### src/rtl/voice_mixer_pwm.sv
// Multi-voice mixer with volume shift, saturation and glitch-free PWM audio output.
// Optional build macro MIXER_DITHER_EN adds LFSR +1 LSB dither on the duty value.
module voice_mixer_pwm #(
   parameter int AM_WIDTH  = 8,
   parameter int VOICES    = 4,
   parameter int PWM_WIDTH = 10
) (
   input  logic                         clk,
   input  logic                         rst,
   input  logic [VOICES*AM_WIDTH-1:0]   am_bus,
   input  logic [2:0]                   vol,
   output logic                         pwm_out,
   output logic                         sample_strobe,
   output logic                         clip
);

   localparam int IDX_W = (VOICES > 1) ? $clog2(VOICES) : 1;
   localparam int ACC_W = AM_WIDTH + $clog2(VOICES);
   localparam int SHIFT = PWM_WIDTH - AM_WIDTH;
   localparam int S_W   = ACC_W + SHIFT;

   localparam logic [PWM_WIDTH-1:0] CNT_MAX  = '1;
   localparam logic [PWM_WIDTH-1:0] MIDSCALE = {1'b1, {(PWM_WIDTH-1){1'b0}}};
   localparam logic [IDX_W-1:0]     LAST_IDX = IDX_W'(VOICES - 1);
   localparam logic signed [S_W-1:0] SAT_HI  = S_W'((64'sd1 <<< (PWM_WIDTH - 1)) - 64'sd1);
   localparam logic signed [S_W-1:0] SAT_LO  = ~SAT_HI;

   typedef enum logic [1:0] {S_IDLE, S_ACC, S_SCALE} state_t;

   state_t                        state_q, state_d;
   logic [PWM_WIDTH-1:0]          cnt_q;
   logic [PWM_WIDTH-1:0]          duty_q;
   logic [PWM_WIDTH-1:0]          duty_next_q, duty_next_d;
   logic                          clip_next_q, clip_next_d;
   logic                          clip_q;
   logic                          pwm_q;
   logic                          strobe_q;
   logic                          pending_q, pending_d;
   logic [IDX_W-1:0]              idx_q, idx_d;
   logic signed [ACC_W-1:0]       acc_q, acc_d;
   logic [VOICES*AM_WIDTH-1:0]    am_q, am_d;
   logic [2:0]                    vol_q, vol_d;

   logic                          wrap;
   logic signed [AM_WIDTH-1:0]    voice_w [VOICES];
   logic signed [S_W-1:0]         widened_w, scaled_w;
   logic signed [PWM_WIDTH-1:0]   sat_w;
   logic                          sat_hit_w;
   logic [PWM_WIDTH-1:0]          duty_calc_w, duty_out_w;

   assign wrap = (cnt_q == CNT_MAX);

   genvar gi;
   generate
      for (gi = 0; gi < VOICES; gi++) begin : g_voice
         assign voice_w[gi] = am_q[gi*AM_WIDTH +: AM_WIDTH];
      end
   endgenerate

   // Widen before shifting so the left shift never drops accumulator bits.
   always_comb begin
      widened_w = S_W'(acc_q) <<< SHIFT;
      scaled_w  = widened_w >>> vol_q;
      sat_hit_w = 1'b0;
      sat_w     = scaled_w[PWM_WIDTH-1:0];
      if (scaled_w > SAT_HI) begin
         sat_w     = SAT_HI[PWM_WIDTH-1:0];
         sat_hit_w = 1'b1;
      end else if (scaled_w < SAT_LO) begin
         sat_w     = SAT_LO[PWM_WIDTH-1:0];
         sat_hit_w = 1'b1;
      end
      duty_calc_w = {~sat_w[PWM_WIDTH-1], sat_w[PWM_WIDTH-2:0]};
   end

`ifdef MIXER_DITHER_EN
   logic [15:0] lfsr_q;

   always_ff @(posedge clk or negedge rst) begin
      if (!rst) begin
         lfsr_q <= 16'hACE1;
      end else if (wrap) begin
         lfsr_q <= {1'b0, lfsr_q[15:1]} ^ (lfsr_q[0] ? 16'hB400 : 16'h0000);
      end
   end

   always_comb begin
      duty_out_w = duty_calc_w;
      if (lfsr_q[0] && (duty_calc_w != CNT_MAX)) begin
         duty_out_w = duty_calc_w + 1'b1;
      end
   end
`else
   assign duty_out_w = duty_calc_w;
`endif

   always_comb begin
      state_d     = state_q;
      idx_d       = idx_q;
      acc_d       = acc_q;
      am_d        = am_q;
      vol_d       = vol_q;
      duty_next_d = duty_next_q;
      clip_next_d = clip_next_q;
      pending_d   = pending_q;
      if (wrap) begin
         pending_d = 1'b0;
      end
      case (state_q)
         S_IDLE: begin
            if (wrap) begin
               am_d    = am_bus;
               vol_d   = vol;
               acc_d   = '0;
               idx_d   = '0;
               state_d = S_ACC;
            end
         end
         S_ACC: begin
            acc_d = acc_q + ACC_W'(voice_w[idx_q]);
            idx_d = idx_q + 1'b1;
            if (idx_q == LAST_IDX) begin
               state_d = S_SCALE;
            end
         end
         S_SCALE: begin
            duty_next_d = duty_out_w;
            clip_next_d = sat_hit_w;
            pending_d   = 1'b1;
            state_d     = S_IDLE;
         end
         default: state_d = S_IDLE;
      endcase
   end

   // pending_q holds back the very first wrap so the first strobe lands on the second wrap.
   always_ff @(posedge clk or negedge rst) begin
      if (!rst) begin
         state_q     <= S_IDLE;
         cnt_q       <= '0;
         duty_q      <= MIDSCALE;
         duty_next_q <= MIDSCALE;
         clip_next_q <= 1'b0;
         clip_q      <= 1'b0;
         pwm_q       <= 1'b0;
         strobe_q    <= 1'b0;
         pending_q   <= 1'b0;
         idx_q       <= '0;
         acc_q       <= '0;
         am_q        <= '0;
         vol_q       <= '0;
      end else begin
         state_q     <= state_d;
         cnt_q       <= cnt_q + 1'b1;
         duty_next_q <= duty_next_d;
         clip_next_q <= clip_next_d;
         pending_q   <= pending_d;
         idx_q       <= idx_d;
         acc_q       <= acc_d;
         am_q        <= am_d;
         vol_q       <= vol_d;
         pwm_q       <= (cnt_q < duty_q);
         strobe_q    <= wrap && pending_q;
         if (wrap && pending_q) begin
            duty_q <= duty_next_q;
            clip_q <= clip_next_q;
         end
      end
   end

   assign pwm_out       = pwm_q;
   assign sample_strobe = strobe_q;
   assign clip          = clip_q;

endmodule

### config.mk
export PLATFORM = sky130hd
export DESIGN_NAME = voice_mixer_pwm
export DESIGN_NICKNAME = d
export VERILOG_FILES = /design/src/rtl/voice_mixer_pwm.sv
export SDC_FILE = /design/constraint.sdc
export NUM_CORES = 1
export LEC_CHECK = 0
export ABC_AREA = 1
export CAP_MARGIN = 20
export CELL_PAD_IN_SITES_DETAIL_PLACEMENT = 2
export CELL_PAD_IN_SITES_GLOBAL_PLACEMENT = 2
export CORE_MARGIN = 2
export CORE_UTILIZATION = 34
export CTS_CLUSTER_SIZE = 30
export DETAILED_ROUTE_END_ITERATION = 6
export HOLD_SLACK_MARGIN = 0.02
export PLACE_DENSITY = 0.85
export SLEW_MARGIN = 20
export SYNTH_ARGS = -nofsm -noshare
export SYNTH_HDL_FRONTEND = slang
export SYNTH_SLANG_ARGS = --single-unit
### constraint.sdc
create_clock -name clk -period 3.5 [get_ports clk]
set_clock_uncertainty 0.2 [all_clocks]
set_input_delay 0.7 -clock clk [delete_from_list [all_inputs] [get_ports clk]]
set_output_delay 0.7 -clock clk [all_outputs]
set_load 0.005 [all_outputs]
# Yosys cells after proc, flatten, opt, wreduce, memory -nomap -nowiden
# Index checks and enable logic that the tools add are counted.
# totals
register_bits	84
# classes
mux	16
magnitude_cmp	4
reduce_logical	7
n_eq_ne	6
bitwise	2
add_sub_neg	3
shift	1
# ops
op	n
$mux 10	3
$pmux 10 s2	1
$bmux 8 s2	1
$mux 8	2
$gt 12x10->1 const B	1
$lt 12x10->1 const B	1
$sshr 12x3->12	1
$add 10x1->10 const B	1
$add 10x8->10	1
$eq 10x10->1 const B	1
$lt 10x10->1	1
$pmux 2 s2	2
$mux 2	3
$reduce_and 2->1	3
$eq 2x2->1 const B	2
$mux 1	4
$ne 2x2->1 const B	2
$reduce_bool 2->1	2
$ge 3x3->1 const B	1
$not 2->3	1
$add 2x1->2 const B	1
$eq 2x1->1 const B	1
$logic_not 2->1	1
$logic_and 1x1->1	1
$not 1->1	1

# Depth between registers and ports, before layout
# Gate-level depths: netlist of the first run.
# logic_depth
depth_word	6
ltp_mapped	16
ltp_nobuf	14

# Worst setup path after synthesis of the first run
# Ideal clock, no wire load.
# synth_path
kind	flip-flop to flip-flop
startpoint	register idx_q[0]
endpoint	register acc_q[8]
path_slack_ns	0.921
period_less_slack_ns	2.579
path_stages_with_launch	17
n_path_buf	2
arrival_ns	2.262
setup_ns	0.118
t_required_ns	3.182
path_cell_list	dfrtp_1 > buf_2 > inv_1 > clkbuf_1 > nor2_1 > o22ai_1 > ha_1 > inv_1 > fa_1 > inv_1 > nand3_1 > nand2_1 > nand3_1 > nand2_1 > nand2_1 > nand3_1 > nand2_1
# synth_via
elab_chain_cells	6
# synth_rtl
item	line	text
start, declared	39	logic [IDX_W-1:0] idx_q, idx_d;
start signal, assigned	158	idx_q <= idx_d;
$not 2->3 (implied by the code)	120	acc_d = acc_q + ACC_W'(voice_w[idx_q]);
$bmux 8 s2	120	
$mux 8 (implied by the code) (2 in series)	120	
$add 10x8->10	120	
$pmux 10 s2	109	case (state_q)
end signal, assigned	149	acc_q <= '0;
end signal, assigned	159	acc_q <= acc_d;
end, declared	40	logic signed [ACC_W-1:0] acc_q, acc_d;
# Every way passes these cells. The select of a mux whose other input is x is not followed.
# A chain may end at the register's enable or synchronous reset.

# Worst setup path after layout of the first run
# layout_path
startpoint	register idx_q[0]
endpoint	register acc_q[5]
# Same word-level chain as after synthesis.

==> results of run 1 <==
[critical path, cell delays in order, from the launching register on]
cell     delay, ns
dfrtp_1       0.69
inv_1         0.36
o21ai_0       0.25
o22ai_1       0.16
ha_1          0.38
a21oi_1       0.30
nand3_1       0.19
xnor2_1       0.17
o21ai_0       0.09
[metal layers]
metal / wire, um / track usage (%)
met2: 8170 / 42.9
met5: 0 / 0
met1: 5920 / 24.8
met4: 458 / 8.38
met3: 416 / 5.22
[flip-flops by register name, indices dropped and copies added (netlist names), 2 cells and up]
| signal | cells |
|---|---|
| cnt_q | 10 |
| vol_q | 3 |
| duty_next_q | 10 |
| idx_q | 2 |
| state_q | 2 |
| acc_q | 10 |
| am_q | 32 |
| duty_q | 10 |
[kinds of logic after synthesis]
kind of cell,Yosys count
buffers and inverters,64
AO/OA/AOI/OAI,61
flip-flops,84
AND/OR/NAND/NOR,347
XOR/XNOR,9
adder cells (fa/ha/maj),21
[through the flow]
step	instance area [um^2]	util (%)	std cells	setup WS [ns]
finish	5370	40.9	799	0.552
global route	5370	40.9	799	0.227
CTS	5370	40.9	799	0.543
detailed placement	5060	38.5	783	0.564
global placement	5060	38.5	783	0.732
floorplan	4530	-	586	0.921
[placed cells by master (no fill, tap or decap), types with 2 or more instances in the layout]
cell             count
xor2_1               4
buf_4                5
clkdlybuf4s50_1     38
nand2_1            210
nand3_1             90
nor2_1              35
dfrtp_1             82
xnor2_1              5
o21ai_0             25
a21oi_1             25
clkbuf_16            9
o22ai_1              6
ha_1                20
clkinv_1             2
nand4_1              4
clkbuf_8             2
inv_1               39
inv_6                2
dfstp_2              2
[worst min path at each step]
stage,slack (ns),to
after CTS,0.10,am_q[28]$_DFFE_PN0P_
after global placement,0.26,clip$_DFFE_PN0P_
after global routing,0.12,cnt_q[8]$_DFF_PN0_
after floorplan,0.20,acc_q[0]$_DFFE_PN0P_
after detailed placement,0.26,am_q[19]$_DFFE_PN0P_
final,0.08,cnt_q[2]$_DFF_PN0_
[where the power goes]
part	total, mW	switching (mW)	internal (mW)	leakage, nW
logic	0.0627	0.0265	0.0362	1.56
clock network	1.01	0.416	0.598	0.150
registers	0.971	0	0.971	0.969
[cell type report]
cell class	count	area, um^2
clock buffers	12	256
clock inverters	4	55.1
well taps	176	220
multi-input cells	438	2160
fillers	1526	7770
inverters	42	158
repair buffers	43	418
flip-flops and latches	84	2100
==> impl_metrics.tcl, run 1 <==
set metrics [dict create \
    critPathMaxFanout 20 \
    fmax_mhz 339 \
    maxCapViolCount 0 \
    viasPerCell 5.21 \
    synth.most_common_cell "nand2_1" \
    r2r-start "idx_q[0]$_DFFE_PN0P_" \
    tritoncts.num_buffers 9 \
    async_flop_share_pct 100 \
    grt_pass1_vias 4846 \
    avgSynthCellArea_um2 7.72 \
    wl_per_cell_um 18.7 \
    yosysSeqAreaShare_pct 46.5 \
    ios 40 \
    row_count 42 \
    htreeDepth 3 \
    synth_edf_count 0 \
    synth_xor_area_share_pct 1.74 \
    slew_headroom_pct 57.6 \
    yosysTopAreaCell "dfrtp_1" \
    finalSetupViolCount 0 \
    crit_type "flop to flop" \
    yosys.area_share.simple_pct 32.6 \
    hold_viol_final 0 \
    drt-total-wl_um 15000 \
    yosys_warnings 0 \
    die_y_um 119 \
    core_um2 13100 \
    die-area_um2 14300 \
    ys_types 32 \
    synth_fa_ha_area_share_pct 5.97 \
    cp-end-kind "flop" \
    hold_buffers 0 \
    drive_above_1_share_pct 4.82 \
    dp_hpwl_um 10500 \
    portBuffers 39 \
    cts_buffer_depth 2 \
    synth_area_um2 4530 \
    gp_congestion 0.855 \
    synth_common_cells "nand2_1, nand3_1, dfrtp_1" \
    die_x_um 119 \
    status "finished clean" \
    cts_setup_buffers 0 \
    finalWorstPathRequiredPeriod_ns 2.95 \
    grt_pass1_wl_um 25300 \
    synth_flop_cell "dfrtp_1" \
    worstPathArrival_ns 2.95 \
    overflow 0 \
    clk_latency_ns 0.35 \
    synth_compound_area_share_pct 7.24 \
    cts_num_sinks 84 \
    diodes 0 \
    grt_start_max_net_pins 49 \
    synthCells 586 \
    antenna_found_initial 0 \
    reg2reg_slack_ns 0.55 \
    initial_core_util_pct 34.5 \
    areaGrowthSynthToFinish_pct 18.6 \
    worstSetupStartpoint "idx_q[0]$_DFFE_PN0P_" \
    clockRootBuffer "clkbuf_16" \
    required_ns 3.50 \
    timing.final.max_slew_violations 0 \
    cts_tree "built" \
    synthMuxAreaShare_pct 0 \
    vdd_drop_max_v 0.000270 \
    route.detailed.drc 0 \
    p_leak_nw 2.67 \
    drt_iter0_markers 177 \
    cts_resized 0 \
    post-route-period-util_pct 84.2 \
    rr_worst_depth 8 \
    setup_tns_ns 0 \
    endpoint "acc_q[5]$_DFFE_PN0P_" \
    finalPower_mw 2.05 \
    pwr_density_cell_nw_per_um2 381 \
    rsz0062_at_grt "no" \
    min-delay-path-class "input pin to asynchronous set/reset pin" \
    synthTopCellsByArea "dfrtp_1, nand2_1, nand3_1" \
    max_slew.worst_pin.slew_ns 0.634 \
    start_kind "flop" \
    nNetsFinal 676 \
    synth.top_cell.area_share_pct 45.3 \
    first_pass_iters 4 \
    syn_nets 644 \
    synth-seq-cells 84 \
    r2r-end "acc_q[5]$_DFFE_PN0P_" \
    ant_nets 0 \
    synth_top_family_by_area "simple AND/OR/NAND/NOR gates" \
    clk_pin_slew_ns 0.07 \
    vias 4164 \
    whs_ns 0.0834 \
    grtUsageTotal_pct 22.8 \
]
No activity file was read; power rests on OpenSTA's default activity.
==> inputs of run 2 (changes only) <==
Settings changed: CORE_UTILIZATION 34 to 31, PLACE_DENSITY 0.85 to 0.81.
Clock period 3.5 ns to 2.7 ns, I/O delays scaled along.
==> run 2 against run 1 <==
Effect of this change:
- global-route usage shrank 4.7 points
- cell count rose by 2.1%
- clock-buffer cell count down 1
- largest cell class unchanged
- highest routed layer unchanged
==> impl_metrics.tcl, run 2 (same netlist as run 1, synthesis figures left out) <==
set metrics [dict create \
    required_ns 2.72 \
    clk_pin_slew_ns 0.06 \
    max_slew.worst_pin.slew_ns 0.675 \
    largest_reg_flops 32 \
    final_common_cell "nand2_1" \
    hold_viol_final 0 \
    dp_hpwl_um 10100 \
    finalWorstPathRequiredPeriod_ns 2.57 \
    gp_congestion 0.786 \
    antenna_found_initial 0 \
    viasPerCell 4.97 \
    grt_pass1_wl_um 22800 \
    portBuffers 39 \
    areaGrowthSynthToFinish_pct 20.0 \
    route.detailed.drc 0 \
    ant_nets 0 \
    first_pass_iters 4 \
    grt_pass1_vias 4571 \
    vias 4058 \
    start_kind "flop" \
    row_count 44 \
    vdd_drop_max_v 0.000289 \
    clockRootBuffer "clkbuf_16" \
    initial_core_util_pct 31.4 \
    die-area_um2 15600 \
    core_um2 14400 \
    setup_tns_ns 0 \
    maxCapViolCount 0 \
    cts_tree "built" \
    drive_above_1_share_pct 6.80 \
    nNetsFinal 686 \
    tritoncts.num_buffers 9 \
    timing.final.max_slew_violations 0 \
    status "finished clean" \
    grtUsageTotal_pct 18.1 \
    top_register "am_q" \
    critPathMaxFanout 10 \
    diodes 0 \
    whs_ns 0.280 \
    crit_type "flop to flop" \
    die_y_um 125 \
    ios 40 \
    slew_headroom_pct 54.9 \
    cts_num_sinks 84 \
    pwr_density_cell_nw_per_um2 457 \
    drt-total-wl_um 13300 \
    htreeDepth 3 \
    grt_start_max_net_pins 49 \
    cts_buffer_depth 2 \
    overflow 0 \
    p_leak_nw 2.71 \
    worstPathArrival_ns 2.59 \
    die_x_um 125 \
    min-delay-path-class "flop to flop" \
    fmax_mhz 390 \
    cp-end-kind "flop" \
    wl_per_cell_um 16.3 \
    final_cell_mix "nand2_1, nand3_1, dfrtp_1" \
    finalSetupViolCount 0 \
    post-route-period-util_pct 95.1 \
    clk_latency_ns 0.34 \
    drt_iter0_markers 119 \
]
## run 2: cell count changes in the layout (fill, tap and decap cells not counted), moves of 2 or more
cell | before | now
buf_4 | 5 | 13
clkinv_2 | 0 | 2
inv_1 | 39 | 37
inv_2 | 1 | 3
inv_6 | 2 | 0
## run 2: power by group
| part | internal [mW] | total (mW) | leakage [nW] | switching [mW] |
|---|---|---|---|---|
| clock network | 0.641 | 1.14 | 0.131 | 0.497 |
| logic | 0.0497 | 0.0824 | 1.61 | 0.0327 |
| registers | 1.26 | 1.26 | 0.968 | 0 |
| total | 1.95 | 2.48 | 2.71 | 0.530 |
## run 2: worst paths after layout
kind / start / endpoint / slack [ns] / depth (start not counted)
worst max-delay path: idx_q[0]$_DFFE_PN0P_ / acc_q[7]$_DFFE_PN0P_ / 0.13 / 11
worst min-delay path: duty_q[9]$_DFFE_PN1P_ / duty_q[9]$_DFFE_PN1P_ / 0.28 / 2
worst max register to register: idx_q[0]$_DFFE_PN0P_ / acc_q[7]$_DFFE_PN0P_ / 0.13 / 11
worst min register to register: duty_q[9]$_DFFE_PN1P_ / duty_q[9]$_DFFE_PN1P_ / 0.28 / 2
max in group asynchronous: rst / am_q[20]$_DFFE_PN0P_ / 1.13 / 3
min in group asynchronous: rst / cnt_q[4]$_DFF_PN0_ / 0.52 / 2
## run 2: final cells by class
cell class                      instances  area, um^2
Fill cell                            1653        8990
Sequential cell                        84        2110
Clock buffer                           11         243
Tap cell                              184         230
Inverter                               42         158
Clock inverter                          4        26.3
Multi-Input combinational cell        438        2160
Timing Repair Buffer                   53         508
## run 2: what timing repair did
| action | in CTS | in global routing |
|---|---|---|
| hold endpoints to repair | 36 | 0 |
| endpoints found under the setup margin | 0 | 6 |
| buffers inserted | 0 | 2 |
| resized for setup | 0 | 5 |
| hold buffers | 1 | 0 |
## run 2: per-stage QoR
stage	cells	utilization, %	total power, mW	area (um^2)	worst slack [ns]
6_report	816	37.7	2.48	5430	0.133
5_1_grt	816	37.7	2.58	5430	-0.00205
4_1_cts	814	37.5	2.52	5410	0.0355
3_5_place_dp	798	35.6	1.37	5130	0.104
3_3_place_gp	798	35.6	1.36	5130	0.238
2_1_floorplan	586	-	1.28	4530	0.121
## run 2: worst max-delay path: stages (launching register included)
cell     delay [ns]
dfrtp_2        0.45
inv_2          0.13
buf_4          0.19
o21ai_0        0.11
o22ai_1        0.22
ha_1           0.34
a21oi_1        0.28
nor2_1         0.08
nor2_1         0.20
nand3_1        0.10
nand2_1        0.07
o21ai_0        0.07
## run 2: layer usage
metal	track usage (%)	wire length, um
met3	3.82	290
met2	34.4	7150
met5	0	0
met1	20.8	5700
met4	4.18	142
==> edit (flow settings as in run 1) <==
Take the reset off `am_q` and load it in a clocked block of its own.
--- a/src/rtl/voice_mixer_pwm.sv
+++ b/src/rtl/voice_mixer_pwm.sv
@@ -148,5 +148,4 @@
          idx_q       <= '0;
          acc_q       <= '0;
-         am_q        <= '0;
          vol_q       <= '0;
       end else begin
@@ -158,5 +157,4 @@
          idx_q       <= idx_d;
          acc_q       <= acc_d;
-         am_q        <= am_d;
          vol_q       <= vol_d;
          pwm_q       <= (cnt_q < duty_q);
@@ -169,4 +167,8 @@
    end
 
+   always_ff @(posedge clk) begin
+      am_q <= am_d;
+   end
+
    assign pwm_out       = pwm_q;
    assign sample_strobe = strobe_q;
Formal check against the unedited RTL: same outputs for any inputs over 10 cycles, from zero or initial values and one cycle with rst low; that may be too few to reach the edited logic, so the function may still have changed.
==> edit against run 1 <==
- critical path depth is 4 higher
- worst setup slack better by 0.13 ns
- total power is 2.2% higher
- synthesized cell count is 20% lower
- largest power group is now registers
- cell area is 4.8% lower
- wire length is 21% lower
- sequential cell count stayed put
- non-clock buffer count stayed put
- synthesized area is 6.1% lower
==> edit: results (changes against run 1) <==
- Status: finished, final reports clean (unchanged)
- Number of synthesized flops with an enable pin: 32 (was 0)
- DR iter-0 viols: 100 (was 177)
- Peak VDD IR: 0.000314 V (was 0.000270 V)
- Grt met1 use: 0.214 (was 0.248)
- Flop2flop setup slack: 0.68 ns (was 0.55 ns)
- Largest cells by area after synthesis: dfrtp_1 29%, edfxtp_1 23%, nand2_1 11% (was dfrtp_1 45%, nand2_1 17%, nand3_1 10%)
- Final nets: 569 (was 676)
- Tightest Pin Transition: 0.738 ns (was 0.634 ns)
- Worst EP arrival: 2.83 ns (was 2.95 ns)
- Routing usage on met2: 0.373 (was 0.429)
- Seq/Total Area, Yosys: 0.533 (was 0.465)
- Clk buf depth: 2 (unchanged)
- Distinct cells, synth: 37 (was 32)
- Via count: 3405 (was 4164)
- Share of flip-flops with an asynchronous set or reset: 0.619 (was 1.00)
- Met3 Track Usage GR: 0.0413 (was 0.0522)
- FF-to-FF path depth: 12 (was 8)
- First-pass GRT wire length: 19900 um (was 25300 um)
- Fraction of layout cells with a size suffix above 1: 0.0795 (was 0.0482)
- Power Internal: 0.00168 W (was 0.00160 W)
- Net Count, Synth: 527 (was 644)
- Overall Global Routing Usage: 0.194 (was 0.228)
- WL final: 11800 um (was 15000 um)
- FF-to-FF End: acc_q[7] (was acc_q[5])
- Fill cells: 1339 (was 1526)
- Crit-path max FO: 17 (was 20)
- Max reg flops: 32 (unchanged)
- Top cells by count, synth: 126 x nand2_1, 56 x nand3_1, 50 x dfrtp_1, 36 x inv_1, 35 x nor2_1 (was 210 x nand2_1, 90 x nand3_1, 82 x dfrtp_1, 39 x inv_1, 36 x nor2_1)
- Largest net degree at the start of global routing: 39 (was 49)
- CP max stage delay: 0.41 ns (was 0.69 ns)
- Yosys top cell area share: 0.294 (was 0.453)
-- edit: cell types whose count changed in the layout (fill, tap and decap cells not counted), sizes merged, moves of 2 or more --
cell    delta
nand3     -35
clkbuf     -3
o21ai     +12
nand2     -81
edfxtp    +32
inv        -4
clkinv     +4
nand4      -2
dfrtp     -32
-- edit: how the worst max path moves through the flow --
stage	from	to	slack [ns]
6_report	idx_q[0]	acc_q[7]	0.68
4_1_cts	idx_q[0]	acc_q[7]	0.70
5_1_grt	idx_q[0]	acc_q[9]	0.52
3_5_place_dp	idx_q[0]	acc_q[8]	0.80
2_1_floorplan	idx_q[0]	acc_q[8]	0.92
3_3_place_gp	idx_q[1]	acc_q[8]	0.92
-- edit: metal layers --
| layer | routed length (um) | up-vias |
|---|---|---|
| li1 | - | 1652 |
| met1 | 4880 | 1694 |
| met2 | 6450 | 47 |
| met3 | 292 | 12 |
| met4 | 160 | 0 |
| met5 | 0 | - |
-- edit: layout make-up --
class	instances	area [um^2]	area share
flip-flops and latches	84	2260	0.443
multi-input cells	332	1750	0.342
repair buffers	43	415	0.0813
clock buffers	9	225	0.0441
well taps	168	210	0.0411
inverters	41	155	0.0304
clock inverters	7	91.3	0.0179
-- edit: logic make-up after synthesis --
logic type,after synthesis,synth area share
AOI/OAI and AO/OA,73,0.100
xor gates and xnor gates,9,0.0185
adders and majority gates,21,0.0635
buffers and inverters,53,0.0562
DFF,84,0.533
and+or+nand+nor,229,0.229
-- edit: per-stage QoR --
step                      hold WS [ns]  setup WS, ns  power (W)  cell area (um^2)  instances
after floorplan                  0.204         0.921    0.00104              4250        469
after global placement           0.260         0.921    0.00109              4790        668
after detailed placement         0.280         0.795    0.00110              4790        668
after CTS                       0.0804         0.695    0.00213              5110        684
after global routing             0.102         0.518    0.00216              5110        684
final                           0.0773         0.678    0.00209              5110        684
-- edit: worst reg2reg max path, stage by stage, from the launching register on --
cell and delay [ns]:
dfrtp_1 0.41, buf_4 0.21, inv_1 0.20, buf_4 0.21, o21ai_0 0.09, o22ai_1 0.19, ha_1 0.33, a21oi_1 0.26
nor2_1 0.09, nor2_1 0.18, nand3_1 0.11, nand2_1 0.09, o21ai_0 0.11
-- edit: power by group through the flow --
stage / sequential (W) / clock (W) / combinational, W
floorplan: 0.00104 / 0 / 0.00000000102
global placement: 0.00104 / 0 / 0.0000515
detailed placement: 0.00104 / 0 / 0.0000543
CTS: 0.00102 / 0.00105 / 0.0000546
global route: 0.00102 / 0.00108 / 0.0000581
finish: 0.00102 / 0.00102 / 0.0000532
